<file path="config.mk">
export PLATFORM = sky130hd
export DESIGN_NAME = instruction_fetch
export DESIGN_NICKNAME = d
export VERILOG_FILES = /design/src/rtl/cpu_defs.sv /design/src/rtl/next_pc_sel.sv /design/src/rtl/instruction_fetch.sv
export SDC_FILE = /design/constraint.sdc
export NUM_CORES = 1
export LEC_CHECK = 0
export ABC_AREA = 1
export CAP_MARGIN = 10
export CORE_MARGIN = 4
export CORE_UTILIZATION = 30
export DETAILED_ROUTE_END_ITERATION = 8
export GPL_TIMING_DRIVEN = 1
export MAX_ROUTING_LAYER = met4
export PLACE_DENSITY = 0.69
export REMOVE_ABC_BUFFERS = 1
export SLEW_MARGIN = 20
export SYNTH_ARGS = -nofsm -noshare
export SYNTH_HDL_FRONTEND = slang
export SYNTH_SLANG_ARGS = --single-unit
</file>
<file path="constraint.sdc">
create_clock -name clk -period 4.7 [get_ports clk]
set_input_delay 1.41 -clock clk [delete_from_list [all_inputs] [get_ports clk]]
set_output_delay 1.41 -clock clk [all_outputs]
set_load 0.1 [all_outputs]
</file>
<file path="src/rtl/cpu_defs.sv">
// Shared definitions for the fetch side of the single-cycle MIPS core.
// Holds the fetch FSM encoding, reset PC, NOP and jump opcodes.
package cpu_defs;

    typedef enum logic [1:0] {
        BOOT = 2'd0,
        RUN  = 2'd1,
        LOAD = 2'd2
    } fetch_state_t;

    localparam logic [31:0] NOP              = 32'h0000_0000;
    localparam logic [31:0] RESET_PC_DEFAULT = 32'h0000_0000;

    localparam logic [5:0] OP_J   = 6'b000010;
    localparam logic [5:0] OP_JAL = 6'b000011;

    function automatic logic [31:0] word_align(
        input logic [31:0] addr
    );
        return addr & 32'hFFFF_FFFC;
    endfunction

endpackage

</file>
<file path="src/rtl/next_pc_sel.sv">
// Combinational next-PC priority mux: jr, then j/jal, then taken branch,
// then the sequential PC+4.
module next_pc_sel
    import cpu_defs::*;
(
    input  logic [31:0] pc,
    input  logic [25:0] instrIndex,
    input  logic        branch,
    input  logic        nBranch,
    input  logic        jmp,
    input  logic        jal,
    input  logic        jr,
    input  logic        zero,
    input  logic [31:0] readData1,
    input  logic [31:0] extendedImm,
    output logic [31:0] pcPlus4,
    output logic [31:0] nextPc,
    output logic        branchTaken
);

    logic [31:0] branchTarget;
    logic [31:0] jumpTarget;

    assign pcPlus4      = pc + 32'd4;
    assign branchTaken  = (branch && zero) || (nBranch && !zero);
    assign branchTarget = pcPlus4 + (extendedImm << 2);
    assign jumpTarget   = {pcPlus4[31:28], instrIndex, 2'b00};

    // Flags are not mutually exclusive, so this must stay a priority chain.
    always_comb begin
        nextPc = pcPlus4;
        if (jr) begin
            nextPc = word_align(readData1);
        end else if (jmp || jal) begin
            nextPc = jumpTarget;
        end else if (branchTaken) begin
            nextPc = branchTarget;
        end
    end

endmodule

</file>
<file path="src/rtl/instruction_fetch.sv">
// Fetch stage: PC register, BOOT/RUN/LOAD control and sync-read imem
// addressing, plus a UART program-load path into instruction memory.
module instruction_fetch
    import cpu_defs::*;
#(
    parameter logic [31:0] RESET_PC    = RESET_PC_DEFAULT,
    parameter int          IMEM_ADDR_W = 14
) (
    input  logic                   clk,
    input  logic                   rst,
    input  logic                   branch,
    input  logic                   nBranch,
    input  logic                   jmp,
    input  logic                   jal,
    input  logic                   jr,
    input  logic                   zero,
    input  logic [31:0]            readData1,
    input  logic [31:0]            extendedImm,
    input  logic                   stall,
    input  logic                   uartMode,
    input  logic                   uartWe,
    input  logic [IMEM_ADDR_W-1:0] uartAddr,
    input  logic [31:0]            uartData,
    input  logic [31:0]            imemData,
    output logic [IMEM_ADDR_W-1:0] imemAddr,
    output logic                   imemWe,
    output logic [IMEM_ADDR_W-1:0] imemWAddr,
    output logic [31:0]            imemWData,
    output logic [31:0]            instruction,
    output logic [31:0]            pc,
    output logic [31:0]            addressLink,
    output logic                   fetchValid,
    output logic                   branchTaken
);

    fetch_state_t state;
    fetch_state_t state_next;
    logic [31:0]  pc_next;
    logic [31:0]  nextPc;
    logic [31:0]  pcPlus4;

    next_pc_sel u_next_pc_sel (
        .pc          (pc),
        .instrIndex  (instruction[25:0]),
        .branch      (branch),
        .nBranch     (nBranch),
        .jmp         (jmp),
        .jal         (jal),
        .jr          (jr),
        .zero        (zero),
        .readData1   (readData1),
        .extendedImm (extendedImm),
        .pcPlus4     (pcPlus4),
        .nextPc      (nextPc),
        .branchTaken (branchTaken)
    );

    assign addressLink = pcPlus4;
    assign imemWAddr   = uartAddr;
    assign imemWData   = uartData;

    always_ff @(posedge clk) begin
        if (rst) begin
            state <= BOOT;
            pc    <= RESET_PC;
        end else begin
            state <= state_next;
            pc    <= pc_next;
        end
    end

    // imemAddr always points at the word that must appear next cycle,
    // so instruction lines up with pc despite the 1-cycle read.
    always_comb begin
        state_next  = state;
        pc_next     = pc;
        imemAddr    = pc[IMEM_ADDR_W+1:2];
        instruction = NOP;
        fetchValid  = 1'b0;
        imemWe      = 1'b0;
        case (state)
            BOOT: begin
                state_next = uartMode ? LOAD : RUN;
            end
            RUN: begin
                instruction = imemData;
                fetchValid  = 1'b1;
                if (uartMode) begin
                    state_next = LOAD;
                end else if (!stall) begin
                    pc_next  = nextPc;
                    imemAddr = nextPc[IMEM_ADDR_W+1:2];
                end
            end
            LOAD: begin
                imemWe = uartWe;
                if (!uartMode) begin
                    state_next = BOOT;
                    pc_next    = RESET_PC;
                end
            end
            default: begin
                state_next = BOOT;
            end
        endcase
    end

endmodule

</file>
==> flow_metrics.tcl, run 1 <==
set metrics [dict create \
    synth.top_cells.by_area "sky130_fd_sc_hd__nand2_1 23%, sky130_fd_sc_hd__inv_1 12%, sky130_fd_sc_hd__dfxtp_1 11%, sky130_fd_sc_hd__nor2_1 9.4%, sky130_fd_sc_hd__ha_1 7.4%" \
    global_route.overflow_total 0 \
    crit_type "primary input to primary output" \
    vias 8365 \
    clock.fmax_mhz 211 \
    synth-xor-area-share_pct 2.80 \
    clockRootBuffer "sky130_fd_sc_hd__clkbuf_16" \
    seq_area_frac_synth_pct 10.8 \
    clock_power_share_pct 26.6 \
    timing.critical_path.fanout_max 4 \
    ir_worst_vdd_v 0.000120 \
    total_power_mw 1.40 \
    dpl.cell_count 1644 \
    synth_largest_type_area_fraction_pct 22.7 \
    io_pins 312 \
    regToRegEndpoint "pc[11]" \
    hold_path_end "state[0]" \
    rr_startpoint "pc[3]" \
    holdCritStartpoint "state[1]" \
    report.final.hold_viol_count 0 \
    drv_slew 0 \
    cellInternalPower_uw 816 \
    route.detailed.drc 0 \
    die_ht_microns 149 \
    pwr_density_cell_nw_per_um2 135 \
    initial_utilization_pct 30.6 \
    max_cap_violations 0 \
    instances_no_fill 1712 \
    yosys.area_share.simple_pct 44.9 \
    maximum_number_of_pins_on_one_net_before_global_route_repair 30 \
    antenna_left 0 \
    grt_setup_unrepaired "true" \
    first_pass_grt_wire_length_microns 44300 \
    critical_path.cell_chain "clkbuf_2, ha_4, nand2_2, inv_2, buf_4, nand2_2, o21ai_4, buf_6, xnor2_2, o211ai_1, nand3_1, nand2_2, buf_12" \
    grt_antenna_before_repair 0 \
    run_status "finished with violations" \
    dp_slack_ns -0.572 \
    grt_pass1_vias 7864 \
    clk_pin_slew_worst_paths_ns 0.06 \
    port_buffers 211 \
    worst_path_most_repeated_cell "sky130_fd_sc_hd__nand2_2" \
    max_stage_delay_ns 0.30 \
    synthMuxAreaShare_pct 0 \
    cp-start-kind "primary input" \
    slew-limit-headroom_pct 28.9 \
    yosysTopAreaCell "sky130_fd_sc_hd__nand2_1" \
    power.share.sequential_pct 20.2 \
    finalWeightedCongestion 0.966 \
    yosys_warnings 0 \
    leakagePower_nw 5.21 \
    async_flop_share_pct 0 \
    worstSkewPairLatency_ns 0.29 \
    main_combinational_cell_family_by_area_after_synthesis "simple AND/OR/NAND/NOR gates" \
    power.combinational.fraction_pct 53.1 \
    clock_tree_from_tritoncts "built" \
    maximum_clock_insertion_buffer_count 2 \
    flop2flop_setup_slack_ns 0.21 \
    cpMaxStageDelayCell "sky130_fd_sc_hd__ha_4" \
    crit_required_ns 3.29 \
    dp_hpwl_microns 25300 \
    number_of_synthesized_flops_with_an_enable_pin 0 \
    reg2regPathDepth 32 \
    p_sw_uw 589 \
    layout.nets 1635 \
    dominantRegCellSynth "sky130_fd_sc_hd__dfxtp_1" \
    final-setup-viol-count 1 \
    hold_path_cells 1 \
    synth_compound_area_share_pct 13.3 \
    cp-end-kind "primary output" \
    period_needed_ns 4.73 \
    wirelength_microns 31400 \
    cp_data_arrival_time_ns 3.32 \
    floorplan.rows 51 \
    routedWlPerCell_microns 18.4 \
    htree_num_levels 2 \
    grtUsageTotal_pct 26.8 \
    cts_hold_buf 0 \
    violations "negative setup slack" \
    cts_made_buffers 5 \
    vias_per_cell 4.89 \
    adder_and_majority_gate_portion_of_the_synthesized_area_pct 7.69 \
    worst-slew-pin-transition_ns 1.06 \
    post_synth_instance_area_sq_um 5950 \
    antenna-diode-count 0 \
    postSynthRegisterBits 32 \
    area_growth_syn_to_layout_pct 74.3 \
    dieArea_sq_um 22200 \
    clock_skew_ns 0.00508 \
    drt-pass1-iter-count 6 \
    post_route_cells_drive_above_1_share_pct 29.9 \
    core_region_area_sq_um 19500 \
    syn_inst 1128 \
    die_w_microns 149 \
    yosysUniqueCellTypes 50 \
    finalCritPeriodShare_pct 101 \
    detailedRoute.firstIterationViolations 621 \
    avgSynthCellArea_sq_um 5.28 \
    hold_path.class "flip-flop to flip-flop" \
    fin_setup_tns_ns -0.0307 \
    sw_frac_of_total_pct 41.9 \
    number_of_sinks_on_the_clock_net 32 \
    fillerInstances 1864 \
    final_critical_path_setup_slack_ns -0.0307 \
]
==> cell usage in the layout (no fill, tap or decap), drive strengths merged, types with 18 or more instances in the layout <==
| cell type | synthesis | routed |
|---|---|---|
| a21oi | 75 | 75 |
| buf | 58 | 252 |
| clkdlybuf4s50 | 0 | 118 |
| dfxtp | 32 | 32 |
| ha | 35 | 35 |
| inv | 193 | 192 |
| nand2 | 369 | 369 |
| nand3 | 64 | 64 |
| nor2 | 156 | 156 |
| nor3 | 18 | 18 |
| o21ai | 35 | 35 |
==> metal layers <==
layer  global-route usage, %  wire [microns]  vias up
met5                       -               0        -
met4                    5.54             755        0
met3                    9.21            3470       57
met2                    43.1           14500      396
met1                    32.8           12700     3835
li1                        -               -     4077
==> cell families (layout without fill, tap and decap cells) <==
logic type                 Yosys count  after routing
and+or+nand+nor                    635            635
DFF                                 32             32
AOI/OAI and AO/OA                  137            137
adders and majority gates           36             36
buffers and inverters              268            584
xor gates and xnor gates            19             19
other                                1              4
==> cell usage after synthesis, types with 3 or more instances <==
| cell | number |
|---|---|
| sky130_fd_sc_hd__nand2_1 | 360 |
| sky130_fd_sc_hd__inv_1 | 189 |
| sky130_fd_sc_hd__and2_1 | 4 |
| sky130_fd_sc_hd__nor2_1 | 149 |
| sky130_fd_sc_hd__or2_2 | 6 |
| sky130_fd_sc_hd__nor3_2 | 4 |
| sky130_fd_sc_hd__o21ai_0 | 28 |
| sky130_fd_sc_hd__nor3_1 | 13 |
| sky130_fd_sc_hd__buf_2 | 7 |
| sky130_fd_sc_hd__inv_2 | 4 |
| sky130_fd_sc_hd__o21ai_1 | 4 |
| sky130_fd_sc_hd__dfxtp_1 | 32 |
| sky130_fd_sc_hd__nand2_2 | 9 |
| sky130_fd_sc_hd__clkbuf_1 | 13 |
| sky130_fd_sc_hd__o21bai_1 | 4 |
| sky130_fd_sc_hd__buf_4 | 51 |
| sky130_fd_sc_hd__nand3_1 | 64 |
| sky130_fd_sc_hd__xor2_1 | 15 |
| sky130_fd_sc_hd__a21oi_1 | 73 |
| sky130_fd_sc_hd__nor2_2 | 4 |
| sky130_fd_sc_hd__o211ai_1 | 4 |
| sky130_fd_sc_hd__o221ai_1 | 3 |
| sky130_fd_sc_hd__nand3b_1 | 3 |
| sky130_fd_sc_hd__xnor2_1 | 4 |
| sky130_fd_sc_hd__nand4_1 | 13 |
| sky130_fd_sc_hd__ha_1 | 35 |
==> flip-flops by register name, summed over array words and instances (netlist names) <==
name,count
pc,30
state,2
==> power by group through the flow <==
stage / registers, mW / logic [mW] / clock network [mW]
2_1_floorplan: 0.321 / 0.336 / 0
3_3_place_gp: 0.290 / 0.654 / 0
3_5_place_dp: 0.290 / 0.658 / 0
4_1_cts: 0.284 / 0.706 / 0.376
5_1_grt: 0.285 / 0.785 / 0.387
6_report: 0.284 / 0.747 / 0.374
==> cell type report <==
class                      instances  area (sq um)  share of cell area (%)
multi-input combinational        831          4780                    46.1
tap                              265           332                    3.20
clock inverter                     3          42.5                   0.410
inverter                         195           742                    7.15
timing repair buffer             381          3690                    35.6
clock buffer                       5           125                    1.21
sequential                        32           661                    6.37
==> through the flow <==
| stage | area, sq um | hold slack [ns] | util [%] |
|---|---|---|---|
| after floorplan | 5470 | 0.439 | - |
| after global placement | 9050 | 0.457 | 46.5 |
| after detailed placement | 9050 | 0.467 | 46.5 |
| final | 10400 | 0.477 | 53.3 |
| after CTS | 9960 | 0.476 | 51.2 |
| after global routing | 10400 | 0.499 | 53.3 |
==> timing repair <==
action,4_1_cts,5_1_grt
gates resized for setup,113,117
pin swaps,58,66
setup endpoints to repair,14,17
hold endpoints to repair,0,0
setup buffers,46,20
==> worst max path at each step <==
stage,to,depth (start not counted),from
2_1_floorplan,imemAddr[13],18,pc[2]
3_3_place_gp,imemAddr[13],13,extendedImm[2]
3_5_place_dp,imemAddr[13],14,extendedImm[10]
4_1_cts,imemAddr[13],16,extendedImm[6]
5_1_grt,imemAddr[13],20,pc[7]
6_report,imemAddr[7],13,extendedImm[4]
==> worst max-delay path: cells and delay by family <==
kind | cells | cell delay (ns)
simple gates | 4 | 0.43
fa+ha+maj | 1 | 0.30
buf+inv | 5 | 0.60
compound gates | 2 | 0.48
xor+xnor | 1 | 0.08
Power figures use the tool's default switching activity.
==> run 2, diff against run 1 <==
--- a/config.mk
+++ b/config.mk
@@ -7,6 +7,7 @@
 export LEC_CHECK = 0
 export ABC_AREA = 1
 export CAP_MARGIN = 10
+export CORE_ASPECT_RATIO = 0.6
 export CORE_MARGIN = 4
 export CORE_UTILIZATION = 30
 export DETAILED_ROUTE_END_ITERATION = 8
==> run 2 against run 1 <==
Against the previous run: non-clock buffer count shrank 3; the flow now finishes without violations; routed wire length rose by 0.23%; critical path depth is the same; combinational power fell by 1%; maximum frequency is 1.1% higher; critical endpoint is now imemAddr[10]; register-to-register slack worse by 0.08 ns; first-iteration DRC count grew 29%; clock-buffer cell count increased by 3.
==> flow_metrics.tcl, run 2 (synthesis gave the netlist of run 1 again) <==
set metrics [dict create \
    route.detailed.drc 0 \
    grt_setup_unrepaired "true" \
    worstSkewPairLatency_ns 0.29 \
    clock_skew_ns 0.00259 \
    cp_data_arrival_time_ns 3.27 \
    crit_required_ns 3.29 \
    timing.critical_path.fanout_max 3 \
    mostFrequentLayoutCell "sky130_fd_sc_hd__nand2_1" \
    period_needed_ns 4.68 \
    reg2regPathDepth 34 \
    regMostFlops "pc" \
    die_w_microns 190 \
    max_cap_violations 0 \
    holdCritStartpoint "state[0]" \
    post-route-cell-area_sq_um 10200 \
    wirelength_microns 31500 \
    finalWeightedCongestion 0.964 \
    cts_made_buffers 5 \
    top_library_cells_by_usage_in_the_layout_fill_and_taps_aside "321 x sky130_fd_sc_hd__nand2_1, 197 x sky130_fd_sc_hd__buf_4, 175 x sky130_fd_sc_hd__inv_1, 140 x sky130_fd_sc_hd__nor2_1, 117 x sky130_fd_sc_hd__clkdlybuf4s50_1" \
    clockRootBuffer "sky130_fd_sc_hd__clkbuf_16" \
    port_buffers 211 \
    leakagePower_nw 5.13 \
    hold_path.class "flip-flop to flip-flop" \
    ir_worst_vdd_v 0.000127 \
    worst-slew-pin-transition_ns 1.02 \
    final-setup-viol-count 0 \
    htree_num_levels 2 \
    crit_type "primary input to primary output" \
    floorplan.rows 39 \
    slew-limit-headroom_pct 31.8 \
    layout.nets 1632 \
    dieArea_sq_um 22200 \
    grtUsageTotal_pct 27.9 \
    hold_path_end "state[1]" \
    global_route.overflow_total 0 \
    cp-start-kind "primary input" \
    rr_startpoint "pc[3]" \
    maximum_number_of_pins_on_one_net_before_global_route_repair 30 \
    grt_antenna_before_repair 0 \
    place_area_sq_um 9120 \
    maximum_clock_insertion_buffer_count 2 \
    io_pins 312 \
    fin_util_pct 53.2 \
    area.sequential_sq_um 652 \
    routedWlPerCell_microns 18.4 \
    hold_path_cells 1 \
    cp-end-kind "primary output" \
    biggestRegsByFlops "pc x30, state x2" \
    detailedRoute.firstIterationViolations 801 \
    die_ht_microns 117 \
    clock_tree_from_tritoncts "built" \
    first_pass_grt_wire_length_microns 46100 \
    initial_utilization_pct 30.9 \
    final_critical_path_setup_slack_ns 0.0186 \
    largest_register_ffs 30 \
    clk_pin_slew_worst_paths_ns 0.06 \
    multiInputGateArea_sq_um 4720 \
    number_of_sinks_on_the_clock_net 32 \
    clock.fmax_mhz 214 \
    finalCritPeriodShare_pct 99.6 \
    dp_hpwl_microns 25500 \
    pwr_density_cell_nw_per_um2 134 \
    core_region_area_sq_um 19300 \
    drt-pass1-iter-count 5 \
    post_route_cells_drive_above_1_share_pct 29.6 \
    drv_slew 0 \
    dp_slack_ns -0.582 \
    vias_per_cell 4.88 \
    report.final.hold_viol_count 0 \
    grt_pass1_vias 7779 \
    vias 8353 \
    antenna_left 0 \
    area_growth_syn_to_layout_pct 72.2 \
    fillerInstances 1927 \
    flop2flop_setup_slack_ns 0.13 \
    regToRegEndpoint "pc[11]" \
    run_status "completed" \
    fin_setup_tns_ns 0 \
]
-- run 2: cell types whose count changed in the layout (fill, tap and decap cells not counted), sizes merged --
cell,before,now
buf,252,249
bufinv,1,0
clkbuf,13,17
clkdlybuf4s50,118,117
clkinv,2,3
clkinvlp,3,1
diode,0,1
inv,192,191
-- run 2: per-layer routing --
layer / part of all wire (%) / vias up / global-route usage (%)
met5: 0 / - / -
met2: 40 / 480 / 38.6
met3: 13 / 31 / 9.93
met4: 1.3 / 0 / 3.66
met1: 46 / 3770 / 39.6
li1: - / 4072 / -
-- run 2: how the worst max path moves through the flow --
stage / from / end / slack (ns) / cells past startpoint
4_1_cts: extendedImm[0] / imemAddr[8] / -0.005 / 14
2_1_floorplan: pc[2] / imemAddr[13] / -3.46 / 18
6_report: extendedImm[0] / imemAddr[10] / 0.02 / 13
5_1_grt: pc[13] / imemAddr[13] / -0.08 / 22
3_5_place_dp: extendedImm[0] / imemAddr[10] / -0.58 / 13
3_3_place_gp: extendedImm[0] / imemAddr[10] / -0.54 / 13
-- run 2: repair_timing --
action | CTS | global route
setup buffers | 36 | 13
setup endpoints to repair | 13 | 13
hold buffers | 0 | 0
resized for setup | 110 | 102
hold endpoints to repair | 0 | 0
pin swaps | 44 | 53
-- run 2: final cells by class --
| cell class | instances | share of cell area (%) |
|---|---|---|
| Antenna cell | 1 | 0.0244 |
| Clock buffer | 8 | 1.43 |
| Inverter | 195 | 7.25 |
| Multi-Input combinational cell | 831 | 46.1 |
| Sequential cell | 32 | 6.36 |
| Tap cell | 266 | 3.25 |
| Timing Repair Buffer | 378 | 35.6 |
-- run 2: critical path: stages --
cell and delay [ns]:
sky130_fd_sc_hd__buf_6 0.10, sky130_fd_sc_hd__ha_4 0.16, sky130_fd_sc_hd__fa_2 0.36, sky130_fd_sc_hd__nand2_4 0.09, sky130_fd_sc_hd__nand2_4 0.06, sky130_fd_sc_hd__nand3b_1 0.12
sky130_fd_sc_hd__nand2_2 0.08, sky130_fd_sc_hd__nand2_2 0.08, sky130_fd_sc_hd__nand2_2 0.07, sky130_fd_sc_hd__o21ai_2 0.14, sky130_fd_sc_hd__o2111ai_2 0.15, sky130_fd_sc_hd__a21oi_2 0.23
sky130_fd_sc_hd__buf_12 0.20
-- run 2: report_power, final --
group,leakage (nW),internal (mW),total (mW),switching (mW)
registers,0.263,0.277,0.284,0.00719
logic,4.79,0.289,0.738,0.450
clock network,0.0712,0.212,0.348,0.137
-- run 2: stage by stage --
step                      total power, mW  cells  hold WS (ns)
after CTS                            1.34   1698         0.477
after detailed placement            0.953   1654         0.466
after global placement              0.948   1654         0.454
after global routing                 1.43   1710         0.507
after floorplan                     0.657   1058         0.439
final                                1.37   1711         0.475
==> run 3, diff against run 2 <==
--- a/config.mk
+++ b/config.mk
@@ -10,6 +10,7 @@
 export CORE_ASPECT_RATIO = 0.6
 export CORE_MARGIN = 4
 export CORE_UTILIZATION = 30
+export CTS_BUF_LIST = sky130_fd_sc_hd__clkbuf_16
 export DETAILED_ROUTE_END_ITERATION = 8
 export GPL_TIMING_DRIVEN = 1
 export MAX_ROUTING_LAYER = met4
@@ -19,3 +20,4 @@
 export SYNTH_ARGS = -nofsm -noshare
 export SYNTH_HDL_FRONTEND = slang
 export SYNTH_SLANG_ARGS = --single-unit
+export TNS_END_PERCENT = 50
==> run 3 against run 2 <==
Against the previous run: final cell count is 0.12% higher; power is 1.7% lower; combinational power hardly changed; flip-flop and latch count stayed put; via count hardly changed; clock power is 6.9% lower; critical path depth is 2 higher; largest cell class unchanged.
==> flow_metrics.tcl, run 3 (synthesis gave the netlist of run 1 again) <==
set metrics [dict create \
    run_status "completed" \
    cp-start-kind "primary input" \
    crit_required_ns 3.29 \
    report.final.hold_viol_count 0 \
    wirelength_microns 31600 \
    floorplan.rows 39 \
    pwr_density_cell_nw_per_um2 131 \
    maximum_number_of_pins_on_one_net_before_global_route_repair 30 \
    top_library_cells_by_usage_in_the_layout_fill_and_taps_aside "316 x sky130_fd_sc_hd__nand2_1, 202 x sky130_fd_sc_hd__buf_4, 177 x sky130_fd_sc_hd__inv_1, 141 x sky130_fd_sc_hd__nor2_1, 118 x sky130_fd_sc_hd__clkdlybuf4s50_1" \
    critical_path.startpoint "extendedImm[0]" \
    finalWeightedCongestion 0.964 \
    clock_tree_from_tritoncts "built" \
    fin_setup_tns_ns 0 \
    cts_hold_buf 0 \
    maximum_clock_insertion_buffer_count 2 \
    sw_frac_of_total_pct 43.9 \
    worst-slew-pin-transition_ns 1.02 \
    cp_data_arrival_time_ns 3.26 \
    dp_hpwl_microns 25500 \
    fin_util_pct 53.3 \
    leakagePower_nw 5.14 \
    grtUsageTotal_pct 27.9 \
    biggestRegsByFlops "pc x30, state x2" \
    regMostFlops "pc" \
    clock.fmax_mhz 214 \
    dieArea_sq_um 22200 \
    detailedRoute.firstIterationViolations 817 \
    mostFrequentLayoutCell "sky130_fd_sc_hd__nand2_1" \
    max_cap_violations 0 \
    flop2flop_setup_slack_ns 0.15 \
    cp-end-kind "primary output" \
    regToRegEndpoint "pc[11]" \
    final-setup-viol-count 0 \
    power.combinational.fraction_pct 54.9 \
    grt_antenna_before_repair 0 \
    hold_path.class "flip-flop to flip-flop" \
    clock_power_share_pct 24.0 \
    initial_utilization_pct 30.9 \
    clockRootBuffer "sky130_fd_sc_hd__clkbuf_16" \
    cts_made_buffers 5 \
    htree_num_levels 2 \
    dpl.cell_count 1654 \
    die_w_microns 190 \
    finalCritPeriodShare_pct 99.3 \
    global_route.overflow_total 0 \
    antenna_left 0 \
    post_route_cells_drive_above_1_share_pct 29.9 \
    cellInternalPower_uw 756 \
    ir_worst_vdd_v 0.000126 \
    instances_no_fill 1713 \
    vias 8358 \
    largest_register_ffs 30 \
    rr_startpoint "pc[3]" \
    core_region_area_sq_um 19300 \
    routedWlPerCell_microns 18.4 \
    timing.critical_path.fanout_max 3 \
    period_needed_ns 4.67 \
    crit_type "primary input to primary output" \
    number_of_sinks_on_the_clock_net 32 \
    io_pins 312 \
    clock_skew_ns 0.00302 \
    p_sw_uw 591 \
    worstSetupEndpoint "imemAddr[10]" \
    grt_setup_unrepaired "true" \
    die_ht_microns 117 \
    first_pass_grt_wire_length_microns 46100 \
    clk_pin_slew_worst_paths_ns 0.06 \
    drt-pass1-iter-count 5 \
    port_buffers 211 \
    drv_slew 0 \
    area_growth_syn_to_layout_pct 72.5 \
    layout.nets 1634 \
    reg2regPathDepth 33 \
    route.detailed.drc 0 \
    vias_per_cell 4.88 \
    power.share.sequential_pct 21.1 \
    worstSkewPairLatency_ns 0.29 \
    slew-limit-headroom_pct 31.8 \
    fillerInstances 1920 \
    grt_pass1_vias 7809 \
]
run 3: cell types whose count changed in the layout (fill, tap and decap cells not counted), moves of 2 or more:
| cell | delta |
|---|---|
| sky130_fd_sc_hd__nand2_2 | +2 |
| sky130_fd_sc_hd__nand2_1 | -5 |
| sky130_fd_sc_hd__nand2_4 | +3 |
| sky130_fd_sc_hd__buf_4 | +5 |
| sky130_fd_sc_hd__inv_1 | +2 |
| sky130_fd_sc_hd__buf_2 | -2 |
| sky130_fd_sc_hd__buf_6 | -2 |
| sky130_fd_sc_hd__clkbuf_1 | -2 |
run 3: worst min path at each step:
stage	from	end	slack, ns	cells after the start
global route	state[1]	state[1]	0.51	1
global placement	state[1]	state[1]	0.45	1
floorplan	state[1]	state[0]	0.44	1
detailed placement	state[1]	state[1]	0.47	1
finish	state[0]	state[1]	0.48	1
CTS	state[0]	state[1]	0.48	1
run 3: timing repair:
item,CTS,global route
gates resized for setup,105,111
endpoints found under the setup margin,13,13
hold endpoints to repair,0,0
buffers inserted,35,16
pin swaps,40,58
run 3: final cells by class:
class	count	area [sq um]	share of cell area, %
flip-flops and latches	32	652	6.35
repair buffers	380	3650	35.6
inverters	195	743	7.24
clock buffers	5	125	1.22
multi-input cells	831	4750	46.2
clock inverters	3	11.3	0.110
diodes	1	2.50	0.0244
well taps	266	333	3.24
run 3: per-layer routing:
metal  global-route usage, %  share of wire [%]  wire (microns)
met1                    39.4                 46           14600
met2                    38.7                 40           12500
met3                    10.2                 13            4020
met4                    3.71                1.2             388
met5                       -                  0               0
run 3: worst max-delay path, cell delays in order:
cell	delay [ns]
sky130_fd_sc_hd__buf_6	0.10
sky130_fd_sc_hd__ha_4	0.16
sky130_fd_sc_hd__fa_2	0.34
sky130_fd_sc_hd__nand2_2	0.10
sky130_fd_sc_hd__nand2_4	0.07
sky130_fd_sc_hd__nand3b_1	0.12
sky130_fd_sc_hd__nand2_2	0.07
sky130_fd_sc_hd__nand2_2	0.08
sky130_fd_sc_hd__nand2_2	0.07
sky130_fd_sc_hd__buf_4	0.14
sky130_fd_sc_hd__a21oi_2	0.13
sky130_fd_sc_hd__o21ai_2	0.08
sky130_fd_sc_hd__o2111ai_2	0.09
sky130_fd_sc_hd__a21oi_2	0.12
sky130_fd_sc_hd__buf_12	0.18
run 3: stage by stage:
stage / hold WS [ns] / cell area (sq um) / total power, mW / setup WS [ns]
3_5_place_dp: 0.466 / 9120 / 0.953 / -0.582
2_1_floorplan: 0.439 / 5470 / 0.657 / -3.46
4_1_cts: 0.477 / 9910 / 1.32 / -0.00453
6_report: 0.476 / 10300 / 1.35 / 0.0315
3_3_place_gp: 0.454 / 9120 / 0.948 / -0.540
5_1_grt: 0.507 / 10300 / 1.41 / -0.0286
run 3: power by group through the flow:
| stage | logic [mW] | clock network, mW | registers, mW |
|---|---|---|---|
| 5_1_grt | 0.783 | 0.338 | 0.285 |
| 2_1_floorplan | 0.336 | 0 | 0.321 |
| 3_5_place_dp | 0.663 | 0 | 0.290 |
| 6_report | 0.740 | 0.324 | 0.284 |
| 4_1_cts | 0.713 | 0.325 | 0.284 |
| 3_3_place_gp | 0.659 | 0 | 0.289 |
